<file path="src/rtl/lod_enc_stream_decoder.sv">
// -----------------------------------------------------------------------------
// lod_enc_stream_decoder
//
// Purpose:
//   Rebuilds a request/occupancy vector that arrives serially as a stream of
//   leading-one-detector encoded positions.
//   - Each token is a leading-zero count k, measured from the MSB. A value of
//     k < a_width sets bit (a_width-1-k).
//   - A token with k >= a_width is a null token. It sets no bit, but it is
//     still counted.
//   - Tokens are ORed into an accumulator. On the token marked last, the
//     rebuilt vector and the saturating token count are presented on a
//     buffered valid/ready output.
//
// Optional feature (macro LOD_ENC_STREAM_DECODER_DUP_CHECK_EN):
//   When the macro is defined, a sticky per-frame flag reports whether any
//   non-null token hit a bit that was already set in the frame.
//   When it is undefined, out_dup is tied to 0 and no compare logic exists.
//
// Ports:
//   clk        in   clock, rising edge
//   rst_n      in   asynchronous active-low reset
//   in_valid   in   token valid
//   in_ready   out  block can accept a token (pure state decode)
//   in_enc     in   encoded position [addr_width]
//   in_last    in   token closes the frame
//   out_valid  out  frame result valid
//   out_ready  in   consumer accepts the result
//   out_dec    out  accumulated decoded mask [a_width]
//   out_count  out  tokens accepted in the frame, saturating [addr_width]
//   out_dup    out  duplicate-position flag (0 unless the feature is built)
// -----------------------------------------------------------------------------
module lod_enc_stream_decoder #(
  parameter int a_width    = 8,
  parameter int addr_width = 4
) (
  input  logic                  clk,
  input  logic                  rst_n,
  input  logic                  in_valid,
  output logic                  in_ready,
  input  logic [addr_width-1:0] in_enc,
  input  logic                  in_last,
  output logic                  out_valid,
  input  logic                  out_ready,
  output logic [a_width-1:0]    out_dec,
  output logic [addr_width-1:0] out_count,
  output logic                  out_dup
);

  localparam logic [0:0] ST_ACC  = 1'b0;
  localparam logic [0:0] ST_HOLD = 1'b1;

  logic [0:0]            state_q, state_d;
  logic [a_width-1:0]    acc_q, acc_d;
  logic [addr_width-1:0] cnt_q, cnt_d;
  logic                  out_valid_q, out_valid_d;
  logic [a_width-1:0]    out_dec_q, out_dec_d;
  logic [addr_width-1:0] out_count_q, out_count_d;

  logic [a_width-1:0]    onehot;
  logic [a_width-1:0]    acc_merged;
  logic [addr_width-1:0] cnt_inc;
  logic                  accept;
  logic                  last_accept;

  // One comparator per output bit.
  // A null token matches none of the comparators, so it decodes to all zeros
  // without needing a separate range check.
  genvar gi;
  generate
    for (gi = 0; gi < a_width; gi++) begin : g_dec
      localparam logic [addr_width-1:0] POS = addr_width'(a_width - 1 - gi);
      assign onehot[gi] = (in_enc == POS);
    end
  endgenerate

  assign in_ready    = (state_q == ST_ACC);
  assign accept      = in_valid & in_ready;
  assign last_accept = accept & in_last;
  assign acc_merged  = acc_q | onehot;
  // The count sticks at all-ones instead of wrapping.
  assign cnt_inc     = (cnt_q == {addr_width{1'b1}}) ? cnt_q
                                                     : cnt_q + addr_width'(1);

  always_comb begin
    state_d     = state_q;
    acc_d       = acc_q;
    cnt_d       = cnt_q;
    out_valid_d = out_valid_q;
    out_dec_d   = out_dec_q;
    out_count_d = out_count_q;
    case (state_q)
      ST_ACC: begin
        if (accept) begin
          if (in_last) begin
            // Hand the merged result to the output register.
            // Clear the accumulator on the same edge, so the next frame
            // starts from an empty mask.
            out_dec_d   = acc_merged;
            out_count_d = cnt_inc;
            out_valid_d = 1'b1;
            acc_d       = '0;
            cnt_d       = '0;
            state_d     = ST_HOLD;
          end else begin
            acc_d = acc_merged;
            cnt_d = cnt_inc;
          end
        end
      end
      ST_HOLD: begin
        // out_valid is always 1 in this state, so out_ready alone completes
        // the output handshake.
        if (out_ready) begin
          out_valid_d = 1'b0;
          state_d     = ST_ACC;
        end
      end
      default: state_d = ST_ACC;
    endcase
  end

  always_ff @(posedge clk or negedge rst_n) begin
    if (!rst_n) begin
      state_q     <= ST_ACC;
      acc_q       <= '0;
      cnt_q       <= '0;
      out_valid_q <= 1'b0;
      out_dec_q   <= '0;
      out_count_q <= '0;
    end else begin
      state_q     <= state_d;
      acc_q       <= acc_d;
      cnt_q       <= cnt_d;
      out_valid_q <= out_valid_d;
      out_dec_q   <= out_dec_d;
      out_count_q <= out_count_d;
    end
  end

  assign out_valid = out_valid_q;
  assign out_dec   = out_dec_q;
  assign out_count = out_count_q;

`ifdef LOD_ENC_STREAM_DECODER_DUP_CHECK_EN
  logic dup_q, dup_d;
  logic out_dup_q, out_dup_d;
  logic dup_merged;

  // A null token has an all-zero onehot, so it can never register a hit.
  assign dup_merged = dup_q | (|(acc_q & onehot));

  always_comb begin
    dup_d     = dup_q;
    out_dup_d = out_dup_q;
    if (last_accept) begin
      // Include a duplicate carried by the last token itself.
      out_dup_d = dup_merged;
      dup_d     = 1'b0;
    end else if (accept) begin
      dup_d = dup_merged;
    end
  end

  always_ff @(posedge clk or negedge rst_n) begin
    if (!rst_n) begin
      dup_q     <= 1'b0;
      out_dup_q <= 1'b0;
    end else begin
      dup_q     <= dup_d;
      out_dup_q <= out_dup_d;
    end
  end

  assign out_dup = out_dup_q;
`else
  // last_accept only feeds the duplicate logic.
  // It is tied off here so the signal is not left unused.
  logic unused_last_accept;
  assign unused_last_accept = last_accept;
  assign out_dup            = 1'b0;
`endif

endmodule

</file>
<file path="config.mk">
export PLATFORM = sky130hd
export DESIGN_NAME = lod_enc_stream_decoder
export DESIGN_NICKNAME = d
export VERILOG_FILES = /design/src/rtl/lod_enc_stream_decoder.sv
export SDC_FILE = /design/constraint.sdc
export NUM_CORES = 1
export LEC_CHECK = 0
export CAP_MARGIN = 0
export CORE_MARGIN = 8
export CORE_UTILIZATION = 50
export DETAILED_ROUTE_END_ITERATION = 6
export PLACE_DENSITY_LB_ADDON = 0.08
export SYNTH_ARGS = -nofsm -noshare
export SYNTH_HDL_FRONTEND = slang
export SYNTH_SLANG_ARGS = --single-unit
</file>
<file path="constraint.sdc">
create_clock -name clk -period 1.4 [get_ports clk]
set_input_delay 0.42 -clock clk [delete_from_list [all_inputs] [get_ports clk]]
set_output_delay 0.42 -clock clk [all_outputs]
set_load 0.01 [all_outputs]
</file>
; Word level (Yosys, flattened, before mapping)
; Cells that the tools add are included.
[totals]
register_bits = 26
inputBits = 9
wordCells = 36
[op_classes]
n_addsub = 1
eq_ne = 11
n_mux = 11
n_bitwise = 3
n_reduce_logical = 4
[op_table]
columns = operator, count
row1 = == test 4 x 3 -> 1 bit (second input constant), 4
row2 = == test 4 x 2 -> 1 bit (second input constant), 2
row3 = two-way mux 4 bit, 2
row4 = two-way mux 8 bit, 1
row5 = OR 8 bit, 1
row6 = two-way mux 1 bit, 6
row7 = AND reduction 3 bit, 2
row8 = adder 4 x 1 -> 4 bit (second input constant), 1
row9 = == test 4 x 1 -> 1 bit (second input constant), 1
row10 = == test 4 bit (second input constant), 1
row11 = zero test 4 bit, 1
row12 = inequality test 2 x 1 -> 1 bit (second input constant), 2
row13 = case mux 1 bit (2 select lines), 2
row14 = inequality test 2 bit (second input constant), 1
row15 = AND reduction 2 bit, 1
row16 = bitwise AND 1 bit, 1
row17 = inverter 1 bit, 1

; Depth between registers and ports, before layout
; Gate-level depths: netlist of the first run.
[logic_depth]
ltp_word = 4
mapped_depth = 5
ltp_nobuf = 4

; Worst setup path after synthesis of the first run
; Ideal clock, no wire load.
[synth_timing]
path_kind = register to register
startpoint = register cnt_q[0]
endpoint = register out_count_q[1] (netlist: out_count[1])
setup_ns = 0.123
arrival_ns = 1.131
t_required_ns = 1.277
slack_ns = 0.146
stages_incl_launch_ff = 5
period_less_slack_ns = 1.254
cell_sequence = dfrtp_1 -> ha_1 -> and4_1 -> a211oi_1 -> nor2_1
[synth_via]
elab_chain_len = 2
word_cells_on_any_way = 3
cone_classes = add/sub (1) / eq/ne (1) / mux (1)
[synth_lines]
columns = item, line_no
row1 = start: declaration, 55  ; logic [addr_width-1:0] cnt_q, cnt_d;
row2 = start signal: assignment, 134  ; cnt_q <= cnt_d;
row3 = adder 4 x 1 -> 4 bit or == test 4 bit (tied branches), "83, 82"
row4 = two-way mux 4 bit (*), 82  ; assign cnt_inc = (cnt_q == {addr_width{1'b1}}) ? cnt_q
row5 = end signal: assignment, 137  ; out_count_q <= out_count_d;
row6 = end: declaration, 58  ; logic [addr_width-1:0] out_count_q, out_count_d;
; Mark *: on every way between the ends. The rest lies on a longest branch, timed or not.
; A chain may end at the register's enable or synchronous reset.

; Worst setup path in the final report of the first run
[layout_timing]
startpoint = register state_q
endpoint = output in_ready
[layout_via]
elab_chain_len = 1
[layout_lines]
columns = item, line_no
row1 = start: declaration, 53  ; logic [0:0] state_q, state_d;
row2 = start signal: assignment, 132  ; state_q <= state_d;
row3 = inverter 1 bit (no line), --
row4 = end: declaration, 40  ; output logic in_ready,
; Every way passes these cells.

==> results of run 1 <==
==> per-layer routing <==
layer	global-route usage, %	vias up
met5	0	-
met4	7.90	0
met3	3.73	5
met2	21.1	33
met1	17.9	469
li1	-	500
==> cell usage after synthesis (2+ instances only) <==
library cell  count
a21oi_1          16
o21ai_0          10
buf_6             2
buf_2             2
dfrtp_1          26
nor2_1            5
mux2i_1           2
nand3_1           2
nor2_2            8
nand2_1          15
o21bai_1          2
o22ai_1           2
nor2b_1           3
a31oi_1           5
inv_1             3
==> worst max-delay path, stage by stage, from the launching register on <==
cell     delay (ps)
dfrtp_1         400
inv_1            60
buf_2           120
==> worst max path at each step <==
| stage | from | to | slack, ps | cells after the start |
|---|---|---|---|---|
| finish | state_q | in_ready | 60 | 2 |
| global route | in_valid | cnt_q[1] | 1 | 5 |
| CTS | out_count[0] | out_count[0] | 0.3 | 1 |
| detailed placement | in_valid | cnt_q[1] | -260 | 5 |
| global placement | in_valid | out_count[1] | -210 | 5 |
| floorplan | cnt_q[0] | out_count[1] | 150 | 4 |
==> layout make-up <==
class                   count  area, um2
inverters                   3       11.3
fillers                   196        661
well taps                  28       35.0
flip-flops and latches     26        651
clock inverters             1       30.0
multi-input cells          85        504
clock buffers               3       22.5
repair buffers             44        340
==> state kept, by name, indices dropped and copies added (netlist names) <==
name and count:
out_dec 8, cnt_q 4, out_count 4, state_q 1, acc_q 8, out_valid 1
==> cell usage in the layout (no fill, tap or decap), types with 3 or more instances in the layout <==
cell	count
a21oi_1	16
o21ai_0	10
nor2_1	5
nor2b_1	3
nand2_1	15
a31oi_1	5
buf_4	20
inv_1	3
clkbuf_2	6
dfrtp_1	26
clkdlybuf4s50_1	8
nor2_2	8
clkbuf_4	3
buf_2	8
==> metrics by stage <==
step,utilization [%],instance area (um2)
after floorplan,-,1210
after global placement,68.1,1540
after detailed placement,68.1,1540
after CTS,72.0,1620
after global routing,70.7,1590
final,70.7,1590
==> report_power, final <==
group	leakage, nW	total, mW	switching (mW)	internal, mW
clock network	0.0279	0.532	0.242	0.290
registers	0.344	0.932	0.0680	0.864
logic	0.405	0.566	0.274	0.292
total	0.777	2.03	0.584	1.45
==> cell families after synthesis <==
family | count (synthesis)
adder cells (fa/ha/maj) | 1
XOR/XNOR | 1
multiplexers | 2
AND/OR/NAND/NOR | 41
flip-flops | 26
buffers and inverters | 8
other | 1
AO/OA/AOI/OAI | 39
==> timing repair <==
action	CTS	global route
resized for setup	38	12
setup buffers	5	5
endpoints found under the setup margin	14	12
==> metrics.md, run 1 <==
| Metric | Value |
|---|---|
| Status | `finished clean` |
| Top Metal Used | `met4` |
| Minimum clock period | `1340 ps` |
| Via Count | `1007` |
| PwrDens | `1270 nW/um2` |
| Worst hold margin | `418 ps` |
| Total power | `2.03 mW` |
| GRT Util Overall | `14.0%` |
| Clock tree root buffer cell | `clkbuf_4` |
| CTS tree | `done` |
| Cells after synthesis | `119` |
| Setup_tns | `0 ps` |
| Critical path fanouts, max | `2` |
| CTS Buffer Depth | `2` |
| Post-synthesis compound-gate area fraction | `18.0%` |
| Proportion of layout cells with a drive suffix above 1 | `32.7%` |
| Hold_buf cts | `0` |
| # nets final | `173` |
| Post-synth top area share | `53.9%` |
| ANT cells | `0` |
| Synth Area in Simple Gates | `20.0%` |
| Met2 routed WL | `1.22 mm` |
| Die height | `65.1 um` |
| Final Hold Vio Count | `0` |
| Cell Rows | `17` |
| DIE AREA | `4240 um2` |
| Wire per inst | `14.3 um` |
| Worst setup SP type | `flip-flop` |
| Sequential cell area fraction in the yosys report | `53.9%` |
| Initial antenna violation count | `0` |
| Clock Latency Late Sink | `340 ps` |
| Die width | `65.1 um` |
| Post-Synth XOR/XNOR Area | `0.726%` |
| Flops & latches, synth | `26` |
| Post-synth EDFFs | `0` |
| Post-synth top area cell | `dfrtp_1` |
| Slew Limit Fails | `0` |
| Synthesized area | `1210 um2` |
| Crit path kind | `reg -> out` |
| Async SR Flop Fraction | `100%` |
| DPL Wire Length | `1.98 mm` |
| Fin crit share | `95.9%` |
| Critical Path AT | `920 ps` |
| Static leakage | `0.777 nW` |
| I/O Pins | `24` |
| Largest family of logic cells by synthesized area | `simple AND/OR/NAND/NOR gates` |
| Worst Path Required | `980 ps` |
| Via density | `5.30` |
| Area growth syn-to-layout | `32.2%` |
| Flop2flop setup slack | `80 ps` |
| DR WL met3 | `145 um` |
| Final setup margin | `56.9 ps` |
| Worst reg2reg path startpoint | `cnt_q[1]` |
| Clk slew on worst S/H paths | `150 ps` |
| Worst slack, placed | `-260 ps` |
| Post-Synth Adder-Cell Area | `1.04%` |
| Met1 WL | `1.30 mm` |
| GP Congestion | `0.845` |
| Post-Syn Nets | `129` |
| Top cells by area, synth | `dfrtp_1 (54%), a21oi_1 (6.6%), nand2_1 (4.7%), nor2_2 (4.1%), o21ai_0 (4.1%)` |
| Drt drc | `0` |
| Skew final | `6.26 ps` |
| Placed cell count | `176` |
| Clock sinks | `26` |
| Maximum vdd drop | `0.964 mV` |
| RSZ-0062 raised after global routing | `no` |
| Post-Layout Cell Count | `190` |
| FMAX | `745 MHz` |
| Post-synth top flop | `dfrtp_1` |
| Post-synthesis mux area share | `1.66%` |
| Core area | `2250 um2` |
| Final setup vio count | `0` |
| Remaining antenna violation count | `0` |
| DRT Wirelength | `2.72 mm` |
| Htree depth | `1` |
| Global-route wire length before repair | `4.76 mm` |
| Vias in the first global route | `1047` |
| Worst R2R Path Depth | `4` |
| CTS Buf Count | `3` |
| Avg Cell Area, Syn | `10.1 um2` |
| Unique cell type count in the Yosys netlist | `31` |
| Worst setup EP type | `output port` |
| Hold WC Path Type | `in -> async` |
| Input/output buffers | `22` |
| Largest net degree at the start of global routing | `27` |
| Synth warn | `0` |
| Initial detailed-routing violation count | `33` |
| Starting density of the core | `53.5%` |
| 1st-pass router iterations | `4` |
| RR Endpoint | `out_count[1]` |
| GRT overflow | `0` |
| MaxCap Viol Count | `0` |
Power figures use the tool's default switching activity.
==> run 2, diff against run 1 <==
PLACE_DENSITY_LB_ADDON = 0.05   (was 0.08)
==> metrics.md, run 2 (synthesis results as in run 1) <==
| Metric | Value |
|---|---|
| Status | `finished clean` |
| Static leakage | `0.756 nW (-2.7%)` |
| Final setup margin | `66.9 ps (+10.0 ps)` |
| Drt drc | `0 (unchanged)` |
| Clock Latency Late Sink | `320 ps (-20 ps)` |
| GRT overflow | `0 (unchanged)` |
| Remaining antenna violation count | `0 (unchanged)` |
| Die width | `65.1 um (unchanged)` |
| RR Endpoint | `cnt_q[1]` |
| Post-Layout Cell Count | `187 (-1.6%)` |
| Clk slew on worst S/H paths | `150 ps (about the same)` |
| CTS Buf Count | `3 (unchanged)` |
| Area post-placement | `1540 um2 (unchanged)` |
| CTS Buffer Depth | `2 (unchanged)` |
| DIE AREA | `4240 um2 (unchanged)` |
| # nets final | `170 (-1.7%)` |
| Fillers | `179 (-8.7%)` |
| Worst hold margin | `421 ps (+3.11 ps)` |
| Setup_tns | `0 ps (unchanged)` |
| Most frequent cells in the layout | `dfrtp_1 (26), buf_4 (17), a21oi_1 (16), nand2_1 (15), o21ai_0 (10)` |
| Area of the multi-input gates | `512 um2 (+1.5%)` |
| Hold WC Path Type | `in -> async` |
| Largest net degree at the start of global routing | `27 (unchanged)` |
| ANT cells | `0 (unchanged)` |
| Proportion of layout cells with a drive suffix above 1 | `32.7% (about the same)` |
| Worst reg2reg path startpoint | `cnt_q[0]` |
| Starting density of the core | `53.5% (unchanged)` |
| Die height | `65.1 um (unchanged)` |
| Initial detailed-routing violation count | `48 (+45%)` |
| Worst setup SP type | `flip-flop` |
| Final setup vio count | `0 (unchanged)` |
| Most common cell after layout, fill and taps aside | `dfrtp_1` |
| Wire per inst | `13.5 um (-6.1%)` |
| Input/output buffers | `22 (unchanged)` |
| Final Hold Vio Count | `0 (unchanged)` |
| Global-route wire length before repair | `4.34 mm (-8.8%)` |
| Worst Path Required | `980 ps (about the same)` |
| Htree depth | `1 (unchanged)` |
| RSZ-0062 raised after global routing | `yes` |
| PwrDens | `1180 nW/um2 (-7.7%)` |
| Hold_buf cts | `0 (unchanged)` |
| Placed cell count | `176 (unchanged)` |
| Initial antenna violation count | `0 (unchanged)` |
| Clock sinks | `26 (unchanged)` |
| Critical path fanouts, max | `2 (unchanged)` |
| Maximum vdd drop | `0.763 mV (-21%)` |
| Register area | `651 um2 (unchanged)` |
| Minimum clock period | `1330 ps (-10.0 ps)` |
| DRT Wirelength | `2.52 mm (-7.6%)` |
| CTS tree | `done` |
| Area growth syn-to-layout | `29.6%` |
| 1st-pass router iterations | `4 (unchanged)` |
| Worst R2R Path Depth | `4 (unchanged)` |
| Core area | `2250 um2 (unchanged)` |
| GP Congestion | `0.852 (+0.76%)` |
| Slew Limit Fails | `0 (unchanged)` |
| Crit path kind | `reg -> out` |
| Via density | `5.31 (+0.19%)` |
| Vias in the first global route | `941 (-10%)` |
| Fin crit share | `95.2% (-0.72 points)` |
| FMAX | `750 MHz (+0.75%)` |
| Critical Path AT | `910 ps (about the same)` |
| Flop2flop setup slack | `100 ps (+20 ps)` |
| Worst slack, placed | `-234 ps (+25.9 ps)` |
| MaxCap Viol Count | `0 (unchanged)` |
| Design area | `1560 um2 (-2.0%)` |
| GRT Util Overall | `12.8% (-1.2 points)` |
| Cell Rows | `17 (unchanged)` |
| Worst setup EP type | `output port` |
| I/O Pins | `24 (unchanged)` |
| Skew final | `9.85 ps (+3.59 ps)` |
| Clock tree root buffer cell | `clkbuf_4` |
| Via Count | `993 (-1.4%)` |
| DPL Wire Length | `1.80 mm (-8.9%)` |
run 2: final cells by class:
type	count	area share, %
well taps	28	2.24
inverters	3	0.721
repair buffers	41	20.3
multi-input cells	85	32.7
clock buffers	4	2.32
flip-flops and latches	26	41.6
run 2: power breakdown:
group	switching [mW]	total, mW	internal [mW]
clock network	0.225	0.384	0.159
logic	0.265	0.524	0.259
registers	0.0649	0.929	0.864
run 2: how the worst max path moves through the flow:
stage,start,end,slack (ps),cells past startpoint
3_3_place_gp,in_valid,cnt_q[3],-220,5
3_5_place_dp,in_valid,out_count[3],-230,6
2_1_floorplan,cnt_q[0],out_count[1],150,4
6_report,state_q,in_ready,70,2
5_1_grt,cnt_q[0],cnt_q[1],-10,4
4_1_cts,out_dec[7],out_dec[7],1,1
run 2: what timing repair did:
action	CTS	global route
resized for setup	36	13
buffers inserted	4	3
setup endpoints to repair	14	14
run 2: per-stage QoR:
| stage | util [%] | power [mW] |
|---|---|---|
| 2_1_floorplan | - | 1.19 |
| 3_5_place_dp | 68.1 | 1.49 |
| 3_3_place_gp | 68.1 | 1.47 |
| 5_1_grt | 69.3 | 1.96 |
| 6_report | 69.3 | 1.84 |
| 4_1_cts | 70.5 | 1.86 |
run 2: critical path, stage by stage (launching register included):
cell and delay [ps]:
dfrtp_1 410, inv_1 60, buf_2 120
run 2: layer usage:
metal | part of all wire (%) | track usage (%) | up-vias
met5 | 0 | 0 | -
met2 | 42 | 18.0 | 25
met3 | 5.2 | 3.56 | 4
met4 | 1.0 | 6.54 | 0
li1 | - | - | 496
met1 | 52 | 17.5 | 468
